==> src/rtl/sequenciador_varredura.sv <==
// ---------------------------------------------------------------------------
// sequenciador_varredura: scan sequencer driving a 3-to-8 decoder address and enable
// Revision: 1.0
// ---------------------------------------------------------------------------
`default_nettype none

module sequenciador_varredura #(
  parameter int PRESCALE = 4,
  parameter int BLANK    = 1,
  parameter int LAST     = 7
) (
  input  logic       clk,
  input  logic       rst_n,
  input  logic       run,
  input  logic       step,
  output logic [2:0] A,
  output logic       enable,
  output logic       wrap
);

  typedef enum logic [1:0] {
    IDLE = 2'd0,
    ON   = 2'd1,
    GAP  = 2'd2
  } state_t;

  localparam logic [7:0] PS_END = 8'(PRESCALE - 1);
  localparam logic [7:0] BL_END = 8'(BLANK - 1);
  localparam logic [2:0] A_LAST = 3'(LAST);

  state_t     state;
  logic [7:0] cnt;
  logic       at_last;
  logic [2:0] a_next;

  assign at_last = (A == A_LAST);
  assign a_next  = at_last ? 3'd0 : A + 3'd1;

  // One counter serves both the ON slot length and the GAP length.
  always_ff @(posedge clk or negedge rst_n) begin
    if (!rst_n) begin
      state  <= IDLE;
      cnt    <= 8'd0;
      A      <= 3'd0;
      enable <= 1'b0;
      wrap   <= 1'b0;
    end else begin
      wrap <= 1'b0;
      case (state)
        IDLE: begin
          enable <= 1'b0;
          cnt    <= 8'd0;
          if (run) begin
            state  <= ON;
            enable <= 1'b1;
          end else if (step) begin
            A    <= a_next;
            wrap <= at_last;
          end
        end

        ON: begin
          if (cnt == PS_END) begin
            A    <= a_next;
            wrap <= at_last;
            cnt  <= 8'd0;
            if (BLANK > 0) begin
              state  <= GAP;
              enable <= 1'b0;
            end else if (run) begin
              state  <= ON;
              enable <= 1'b1;
            end else begin
              state  <= IDLE;
              enable <= 1'b0;
            end
          end else if (!run) begin
            // Abandon the slot without advancing so resume replays this address.
            state  <= IDLE;
            enable <= 1'b0;
            cnt    <= 8'd0;
          end else begin
            cnt    <= cnt + 8'd1;
            enable <= 1'b1;
          end
        end

        GAP: begin
          enable <= 1'b0;
          if (cnt == BL_END) begin
            cnt <= 8'd0;
            if (run) begin
              state  <= ON;
              enable <= 1'b1;
            end else begin
              state <= IDLE;
            end
          end else begin
            cnt <= cnt + 8'd1;
          end
        end

        default: begin
          state  <= IDLE;
          cnt    <= 8'd0;
          enable <= 1'b0;
        end
      endcase
    end
  end

endmodule

`default_nettype wire

==> config.mk <==
export PLATFORM = sky130hd
export DESIGN_NAME = sequenciador_varredura
export DESIGN_NICKNAME = d
export VERILOG_FILES = /design/src/rtl/sequenciador_varredura.sv
export SDC_FILE = /design/constraint.sdc
export NUM_CORES = 1
export LEC_CHECK = 0
export BUFFER_PORTS_ARGS = -buffer_cell sky130_fd_sc_hd__buf_2
export CORE_UTILIZATION = 45
export CTS_CLUSTER_DIAMETER = 120
export DETAILED_ROUTE_END_ITERATION = 7
export GPL_ROUTABILITY_DRIVEN = 0
export PLACE_DENSITY = 0.69
export SKIP_CTS_REPAIR_TIMING = 1
export SLEW_MARGIN = 30
export SYNTH_ARGS = -nofsm -noshare
export SYNTH_HDL_FRONTEND = slang
export SYNTH_SLANG_ARGS = --single-unit
==> constraint.sdc <==
create_clock -name clk -period 2.3 [get_ports clk]
set_clock_uncertainty 0.2 [all_clocks]
set_input_delay 0.575 -clock clk [delete_from_list [all_inputs] [get_ports clk]]
set_output_delay 0.575 -clock clk [all_outputs]
set_load 0.05 [all_outputs]
==> metrics.md <==
| Metric | Value |
|---|---|
| Run status | `completed` |
| Setup Total Neg Slack | `0 ns` |
| First-pass GRT wire length | `2.33 mm` |
| Drt pass-1 iters | `2` |
| Synthesized cell area | `828 um^2` |
| Crit path max fanout | `5` |
| Fmax | `0.515 GHz` |
| H-Tree Depth | `1` |
| RSZ-0062 raised after global routing | `no` |
| Residual DRC | `0` |
| Min Clock Period, post-route | `1.94 ns` |
| Post-Syn Nets | `90` |
| Final design utilization | `54.3%` |
| Setup-failing EPs final | `0` |
| Hold Crit Class | `register to register` |
| Core box area | `1730 um^2` |
| Sequential share of the synthesized area | `45.3%` |
| Worst VDD drop | `0.367 mV` |
| Routed Antenna Nets | `0` |
| MaxCap Viol Count | `0` |
| CTS Sinks | `15` |
| Routed len/inst | `11.8 um` |
| Worst-Margin Slew | `0.354 ns` |
| CTS buffer count | `3` |
| Row count | `15` |
| Die H | `44.9 um` |
| Clk_lat worst skew | `0.28 ns` |
| Starting density of the core | `48.0%` |
| Share of cells above drive strength 1 | `19.8%` |
| Tcrit/Tclk final | `84.4%` |
| Root Buffer | `clkbuf_4` |
| Gr usage total | `17.0%` |
| Pwr dens | `982 nW/um^2` |
| Maximum clock path buffer count | `2` |
| Slew Limit Fails | `0` |
| Yosys cell types | `24` |
| Vias in the first global route | `548` |
| Worst Path Arrival | `1.92 ns` |
| Critical path required time | `2.28 ns` |
| PortBufs | `8` |
| Most frequent cells in the layout | `dfrtp_1, nor2_1, ha_1, buf_2, inv_1` |
| Hold Fails Final Rpt | `0` |
| Die ar. | `2020 um^2` |
| Crit. End Element | `register` |
| Average size of a mapped cell | `10.6 um^2` |
| Flops & latches, synth | `15` |
| Synth warn | `0` |
| Layout area overhead | `13.1%` |
| Post-synthesis cell count | `78` |
| Slew headroom | `76.3%` |
| HPWL after detailed placement | `1.04 mm` |
| N_diodes | `0` |
| Largest net degree at the start of global routing | `16` |
| DRT iter0 DRCs | `6` |
| I/O pin count | `9` |
| Leakage | `0.444 nW` |
| GRT overflow | `0` |
| Final WL | `1.37 mm` |
| CTS tree | `done` |
| Die Span X | `44.9 um` |
| Initial antenna violation count | `0` |
| Routed via count | `559` |
| Nets | `104` |
| Via density | `4.82` |
| Clock transition at path regs | `0.09 ns` |
| Startpoint Class | `register` |
| Commonest non-fill, non-tap cell in the layout | `dfrtp_1` |
| Kind of critical path | `register to register` |
## worst max-delay path, stage by stage (launching register included)
cell	delay, ns
dfrtp_1	0.44
nor4_4	0.38
a31oi_1	0.22
nor3_2	0.25
mux2_1	0.33
## where the power goes
group	switching, mW	internal [mW]	total [mW]
clock	0.0889	0.0646	0.154
combinational	0.252	0.166	0.418
sequential	0.0381	0.310	0.348
total	0.379	0.541	0.920
## state kept, by name, indices dropped and copies added, names as in the netlist
signal	count
state	2
cnt	8
wrap	1
A	3
enable	1
## cell type report
type,instances,area (um^2)
clock buffer,3,22.5
fill,167,790
sequential,15,375
inverter,7,26.3
multi-input combinational,56,427
clock inverter,1,5.00
timing repair buffer,9,50.0
tap,25,31.3
## cell usage after synthesis
cell	count	area share (%)
dfrtp_1	15	45
nor2_1	13	5.9
ha_1	8	12
inv_1	7	3.2
nand2_1	4	1.8
xnor2_1	4	4.2
a31oi_1	3	2.3
mux2_4	3	5.4
nand3_1	3	1.8
nor2b_1	3	2.3
xor2_1	2	2.1
a21boi_0	1	0.91
a21o_1	1	0.91
and3_1	1	0.76
mux2_1	1	1.4
nand2b_1	1	0.76
nand4_1	1	0.76
nor3_1	1	0.60
nor3_2	1	1.2
nor4_4	1	2.6
o21ai_0	1	0.60
o21ai_2	1	1.1
o31a_1	1	1.1
o32ai_1	1	1.1
## per-layer routing
layer	GRT usage, %	share of wire, %	vias up
li1	-	-	288
met1	21.1	47	257
met2	26.8	47	10
met3	2.40	2.9	4
met4	12.7	2.6	0
met5	0	0	-
## worst paths after layout
path,from,to,slack [ns],cells after the start
setup / recovery,cnt[3],state[1],0.36,4
hold / removal,cnt[0],cnt[0],0.29,1
setup reg to reg,cnt[3],state[1],0.36,4
hold reg to reg,cnt[0],cnt[0],0.29,1
max in group asynchronous,rst_n,cnt[0],1.13,2
min in group asynchronous,rst_n,enable,0.52,2
## logic make-up after synthesis
| kind of cell | share of synthesized area [%] |
|---|---|
| multiplexers | 6.80 |
| XOR/XNOR | 6.34 |
| flip-flops | 45.3 |
| AO/OA/AOI/OAI | 7.86 |
| buffers and inverters | 3.17 |
| adder cells (fa/ha/maj) | 12.1 |
| AND/OR/NAND/NOR | 18.4 |
## through the flow
step	setup slack [ns]	hold slack [ns]	total power, mW	cell area (um^2)	std cells
2_1_floorplan	0.461	0.0794	0.683	828	78
3_3_place_gp	0.409	0.274	0.757	900	111
3_5_place_dp	0.367	0.279	0.775	900	111
4_1_cts	0.349	-0.0238	0.931	927	115
5_1_grt	0.206	0.314	0.983	937	116
6_report	0.360	0.290	0.920	937	116
(Power assumes the default switching activity.)
